### config.mk
export PLATFORM = sky130hd
export DESIGN_NAME = picosoc_mem_arbiter
export DESIGN_NICKNAME = d
export VERILOG_FILES = /design/src/rtl/picosoc_bus_pkg.sv /design/src/rtl/picosoc_arb_watchdog.sv /design/src/rtl/picosoc_mem_arbiter.sv
export SDC_FILE = /design/constraint.sdc
export NUM_CORES = 1
export LEC_CHECK = 0
export ABC_AREA = 1
export CORE_AREA = 2 2 122 124
export CTS_CLUSTER_SIZE = 14
export DETAILED_ROUTE_END_ITERATION = 10
export DIE_AREA = 0 0 124 126
export GPL_TIMING_DRIVEN = 0
export PLACE_DENSITY_LB_ADDON = 0.15
export SLEW_MARGIN = 15
export SYNTH_ARGS = -nofsm -noshare
export SYNTH_HDL_FRONTEND = slang
export SYNTH_SLANG_ARGS = --single-unit
### constraint.sdc
create_clock -name clk -period 2 [get_ports clk]
set_input_delay 0.5 -clock clk [delete_from_list [all_inputs] [get_ports clk]]
set_output_delay 0.5 -clock clk [all_outputs]
set_load 0.05 [all_outputs]
### src/rtl/picosoc_bus_pkg.sv
// Shared types and constants for the picosoc bus arbiter.
// The optional watchdog is enabled by PICOSOC_ARB_TIMEOUT_EN.
package picosoc_bus_pkg;

  typedef enum logic [1:0] {
    IDLE   = 2'b00,
    GRANT0 = 2'b01,
    GRANT1 = 2'b10
  } arb_state_e;

  localparam logic [31:0] ARB_ERR_DATA = 32'hDEADBEEF;

  localparam logic M0 = 1'b0;
  localparam logic M1 = 1'b1;

endpackage

### src/rtl/picosoc_arb_watchdog.sv
// Stall counter for the arbiter grant.
// Expires when the count reaches LIMIT; used with PICOSOC_ARB_TIMEOUT_EN.
module picosoc_arb_watchdog #(
  parameter int LIMIT = 255,
  localparam int CW = $clog2(LIMIT + 1)
) (
  input  logic clk,
  input  logic reset,
  input  logic clr_i,
  input  logic en_i,
  output logic expired_o
);

  logic [CW-1:0] cnt_q;

  assign expired_o = (cnt_q == CW'(LIMIT));

  always_ff @(posedge clk) begin
    if (reset || clr_i) begin
      cnt_q <= '0;
    end else if (en_i && !expired_o) begin
      cnt_q <= cnt_q + 1'b1;
    end
  end

endmodule

### src/rtl/picosoc_mem_arbiter.sv
// Two-master round-robin arbiter on the picorv32 valid/ready bus.
// Define PICOSOC_ARB_TIMEOUT_EN to add the grant watchdog.
module picosoc_mem_arbiter
  import picosoc_bus_pkg::*;
#(
  parameter int ADDR_W  = 32,
  parameter int DATA_W  = 32,
  parameter int TIMEOUT = 255
) (
  input  logic              clk,
  input  logic              reset,
  input  logic              m0_valid,
  input  logic [ADDR_W-1:0] m0_addr,
  input  logic [DATA_W-1:0] m0_wdata,
  input  logic [DATA_W/8-1:0] m0_wstrb,
  output logic              m0_ready,
  output logic [DATA_W-1:0] m0_rdata,
  input  logic              m1_valid,
  input  logic [ADDR_W-1:0] m1_addr,
  input  logic [DATA_W-1:0] m1_wdata,
  input  logic [DATA_W/8-1:0] m1_wstrb,
  output logic              m1_ready,
  output logic [DATA_W-1:0] m1_rdata,
  output logic              s_valid,
  output logic [ADDR_W-1:0] s_addr,
  output logic [DATA_W-1:0] s_wdata,
  output logic [DATA_W/8-1:0] s_wstrb,
  input  logic              s_ready,
  input  logic [DATA_W-1:0] s_rdata,
  output logic [1:0]        owner,
  output logic              timeout_err
);

  arb_state_e state_q;
  logic       rr_last_q;
  logic       expire;
  logic       done;
  logic       own_valid;
  logic [DATA_W-1:0] grant_rdata;

  assign owner       = state_q;
  assign own_valid   = (state_q == GRANT1) ? m1_valid : m0_valid;
  assign done        = (s_valid & s_ready) | expire;
  assign grant_rdata = expire ? DATA_W'(ARB_ERR_DATA) : s_rdata;

`ifdef PICOSOC_ARB_TIMEOUT_EN
  logic wd_exp;
  logic toe_q;

  picosoc_arb_watchdog #(
    .LIMIT(TIMEOUT)
  ) u_wd (
    .clk      (clk),
    .reset    (reset),
    .clr_i    (state_q == IDLE),
    .en_i     (!s_ready),
    .expired_o(wd_exp)
  );

  assign expire      = wd_exp & (state_q != IDLE);
  assign timeout_err = toe_q;

  always_ff @(posedge clk) begin
    if (reset) begin
      toe_q <= 1'b0;
    end else if (expire) begin
      toe_q <= 1'b1;
    end
  end
`else
  logic unused_cfg;
  assign unused_cfg  = ^TIMEOUT;
  assign expire      = 1'b0;
  assign timeout_err = 1'b0;
`endif

  always_comb begin
    s_valid  = 1'b0;
    s_addr   = '0;
    s_wdata  = '0;
    s_wstrb  = '0;
    m0_ready = 1'b0;
    m0_rdata = '0;
    m1_ready = 1'b0;
    m1_rdata = '0;
    unique case (state_q)
      GRANT0: begin
        s_valid  = m0_valid & ~expire;
        s_addr   = m0_addr;
        s_wdata  = m0_wdata;
        s_wstrb  = m0_wstrb;
        m0_ready = s_ready | expire;
        m0_rdata = grant_rdata;
      end
      GRANT1: begin
        s_valid  = m1_valid & ~expire;
        s_addr   = m1_addr;
        s_wdata  = m1_wdata;
        s_wstrb  = m1_wstrb;
        m1_ready = s_ready | expire;
        m1_rdata = grant_rdata;
      end
      default: ;
    endcase
  end

  // rr_last_q names the master served last; the other wins contention
  always_ff @(posedge clk) begin
    if (reset) begin
      state_q   <= IDLE;
      rr_last_q <= M1;
    end else begin
      unique case (state_q)
        IDLE: begin
          if (m0_valid && (!m1_valid || rr_last_q == M1)) begin
            state_q <= GRANT0;
          end else if (m1_valid) begin
            state_q <= GRANT1;
          end
        end
        GRANT0, GRANT1: begin
          if (done) begin
            state_q   <= IDLE;
            rr_last_q <= (state_q == GRANT1) ? M1 : M0;
          end else if (!own_valid) begin
            state_q <= IDLE;
          end
        end
        default: state_q <= IDLE;
      endcase
    end
  end

endmodule

==> metrics.md <==
| Metric | Value |
|---|---|
| Synth warn | 0 |
| Core footprint | 14300 um^2 |
| Vias per cell | about 4.1 |
| Total wire length | about 13000 um |
| Setup violators final | 69 |
| Starting density of the core | 0.121 |
| Setup ws final | -108 ps |
| Antenna cells | 0 |
| Total die area | 15600 um^2 |
| Relative slew slack | 0.636 |
| Grt peak-use layer | met2 |
| Clock Tree Root | clkbuf_16 |
| R2r setup slk | ~480 ps |
| Hold Violations, Final | 0 |
| Vias in the first global route | 3591 |
| CTS tree | done |
| Post-Syn Area per Cell | 4.26 um^2 |
| Reg2Reg Capture Point | owner[1]$_SDFFE_PP0P_ |
| Layout Skew | 1.74 ps |
| DRT iter0 DRCs | 59 |
| F_max | 474 MHz |
| CP startpoint | owner[0]$_SDFFE_PP0P_ |
| Die W | 124 um |
| DP HPWL | 10300 um |
| Switch Pwr | 0.00638 W |
| Slowest stage delay, CP | around 380 ps |
| Clk pin slew, worst setup/hold paths | ~30 ps |
| FP Rows | 44 |
| Sw frac | 0.581 |
| R2R Path Start | owner[1]$_SDFFE_PP0P_ |
| Simple-gate area share of the yosys netlist | 0.490 |
| Peak VDD IR | 0.884 mV |
| Worst slack, placed | -921 ps |
| Final TNS setup | -2710 ps |
| Post-synthesis compound-gate area fraction | 0.207 |
| Logic pwr share | 0.959 |
| First-pass GRT wire length | roughly 19000 um |
| CP required | roughly 1500 ps |
| Residual DRC count | 0 |
| Main synth FF type | dfxtp_1 |
| Layout cells sized above 1 | 0.466 |
| Min-Delay Path Class | register to register |
| Cells along the critical path | inv_6 > ha_4 > inv_8 > buf_12 > clkbuf_16 > a21oi_4 > buf_6 |
| Asr flop ratio synth | 0 |
| Final worst path period share | 1.05 |
| Cells after Synth | just over 400 |
| Post-synthesis adder-cell area fraction | 0.0217 |
| Synth Register Bits | 3 |
| CP Class | register to primary output |
| Post-synth EDFFs | 0 |
| CTS Hold Bufs | 0 |
| Multiplexer share of the synthesized area | 0 |
| Crit-path max FO | 7 |
| Die Y-Extent | 126 um |
| Seq/Total Area, Yosys | 0.0348 |
| Met3 usage | 0.0471 |
| End point of the critical path | s_addr[14] |
| Via count | 3759 |
| Clock Tree Buf Depth | 2 |
| Clk sink count | 3 |
| Largest net degree at the start of global routing | 11 |
| P_int | 0.00461 W |
| Worst slew pin tran | 544 ps |
| Static Leak | roughly 3.2 nW |
| Crit path DAT | 1610 ps |
| Initial DRT Pass Iterations | 4 |
| Slew Viols, Final | 0 |
| H-tree levels | 1 |
| Gr usage total | 0.152 |
| Synth cell types | 15 |
| Final min period | 2110 ps |
| Reg power frac | 0.012 |
| RSZ-0062 raised after global routing | yes |
| Clock Power Share | 0.030 |
| Met2 Use GR | 0.313 |
| XOR/XNOR Fraction of Synth Area | 0 |
| Wire per inst | 14.3 um |
| Commonest non-fill, non-tap cell in the layout | clkdlybuf4s50_1 |
| Commonest non-fill, non-tap cells in the layout | clkdlybuf4s50_1 (173), nand2_1 (140), buf_6 (87) |
| Layout Area Growth over Synthesis | 313% |
| Post-DRT Antenna Nets | 0 |
| Overflow after GRT | 0 |
| Syn nets | 581 |
| Outcome | finished, violations left |
| Gpl congestion | 0.773 |
| M1 GR Usage | 0.145 |
| Clk Latency, worst-skew pair | 230 ps |
| Port bufs | between 300 and 400 |
| Failing checks | negative setup slack |
| Largest family of logic cells by synthesized area | simple AND/OR/NAND/NOR gates |
| Critical path capture point type | primary output |
| Synthesized area | 1730 um^2 |
| Top Ports | 311 |
| Final hold slack | 472 ps |
| Initial antenna violation count | 0 |
| Final Util | 0.499 |
| CTS Buf Count | 3 |
| Startpoint Class | register |
| PwrDens | approximately 1500 nW/um^2 |
| Slowest-stage cell, CP | dfxtp_4 |
| Final net count | slightly above 900 |
| Max-cap violations | 0 |
| Reg2reg path depth | 11 |
| Total power draw | around 0.011 W |
==> cells by family after synthesis <==
kind of cell | Yosys count
flops | 3
compound gates | 71
fa+ha+maj | 3
other cells | 1
buf+inv | 104
simple gates | 223
==> layer usage <==
| metal | wire length, um | vias to the layer above |
|---|---|---|
| met5 | 0 | - |
| met4 | 179 | 0 |
| met3 | 1450 | 13 |
| met2 | 7350 | 177 |
| met1 | 4300 | 1696 |
| li1 | - | 1873 |
==> flip-flops by register name, indices dropped and copies added (netlist names) <==
name / cells
owner: 2
rr_last_q: 1
==> synthesized netlist by cell type (3+ instances only) <==
cell | count | area share
ha_1 | 3 | 0.022
dfxtp_1 | 3 | 0.035
a21oi_1 | 70 | 0.20
buf_2 | 22 | 0.064
nor2_1 | 7 | 0.015
clkbuf_1 | 7 | 0.015
inv_1 | 73 | 0.16
nand2_1 | 213 | 0.46
==> worst max-delay path: cells and delay by family (launching register included) <==
kind / cells / cell delay, ps
buf+inv: 5 / 580
fa+ha+maj: 1 / 290
compound gates: 1 / 110
flops: 1 / 380
==> metrics by stage <==
step / cell area (um^2) / cells
floorplan: 2550 / 405
global placement: 5880 / 898
detailed placement: 5880 / 898
CTS: 6420 / 913
global route: 7140 / 926
finish: 7140 / 926
==> repair_timing <==
item                                     CTS  global route
gates cloned                               4             9
endpoints found under the setup margin   135           134
setup buffers                              7             4
resized for setup                       1009           134
pin swaps                                  4            24
==> area by class of cell <==
type,instances,area [um^2]
inverter,74,293
multi-input combinational,298,2330
timing repair buffer,333,3680
fill,1355,7180
tap,184,230
clock buffer,4,78.8
sequential,3,67.6
buffer,30,450
==> worst min path at each step <==
| stage | start | to | slack, ps | cells after the start |
|---|---|---|---|---|
| 6_report | rr_last_q$_SDFFE_PP1P_ | rr_last_q$_SDFFE_PP1P_ | 470 | 2 |
| 4_1_cts | rr_last_q$_SDFFE_PP1P_ | rr_last_q$_SDFFE_PP1P_ | 480 | 2 |
| 2_1_floorplan | rr_last_q$_SDFFE_PP1P_ | rr_last_q$_SDFFE_PP1P_ | 450 | 2 |
| 5_1_grt | rr_last_q$_SDFFE_PP1P_ | rr_last_q$_SDFFE_PP1P_ | 560 | 2 |
| 3_5_place_dp | rr_last_q$_SDFFE_PP1P_ | rr_last_q$_SDFFE_PP1P_ | 470 | 2 |
| 3_3_place_gp | rr_last_q$_SDFFE_PP1P_ | rr_last_q$_SDFFE_PP1P_ | 460 | 2 |
==> power by group through the flow <==
stage / combinational (W) / sequential [W] / clock, W
after global placement: 0.00811 / 0.000112 / 0
final: 0.0105 / 0.000129 / 0.000325
after detailed placement: 0.00816 / 0.000113 / 0
after global routing: 0.0111 / 0.000131 / 0.000337
after floorplan: 0.00570 / 0.000179 / 0
after CTS: 0.00948 / 0.000121 / 0.000328
(Power assumes the default switching activity.)
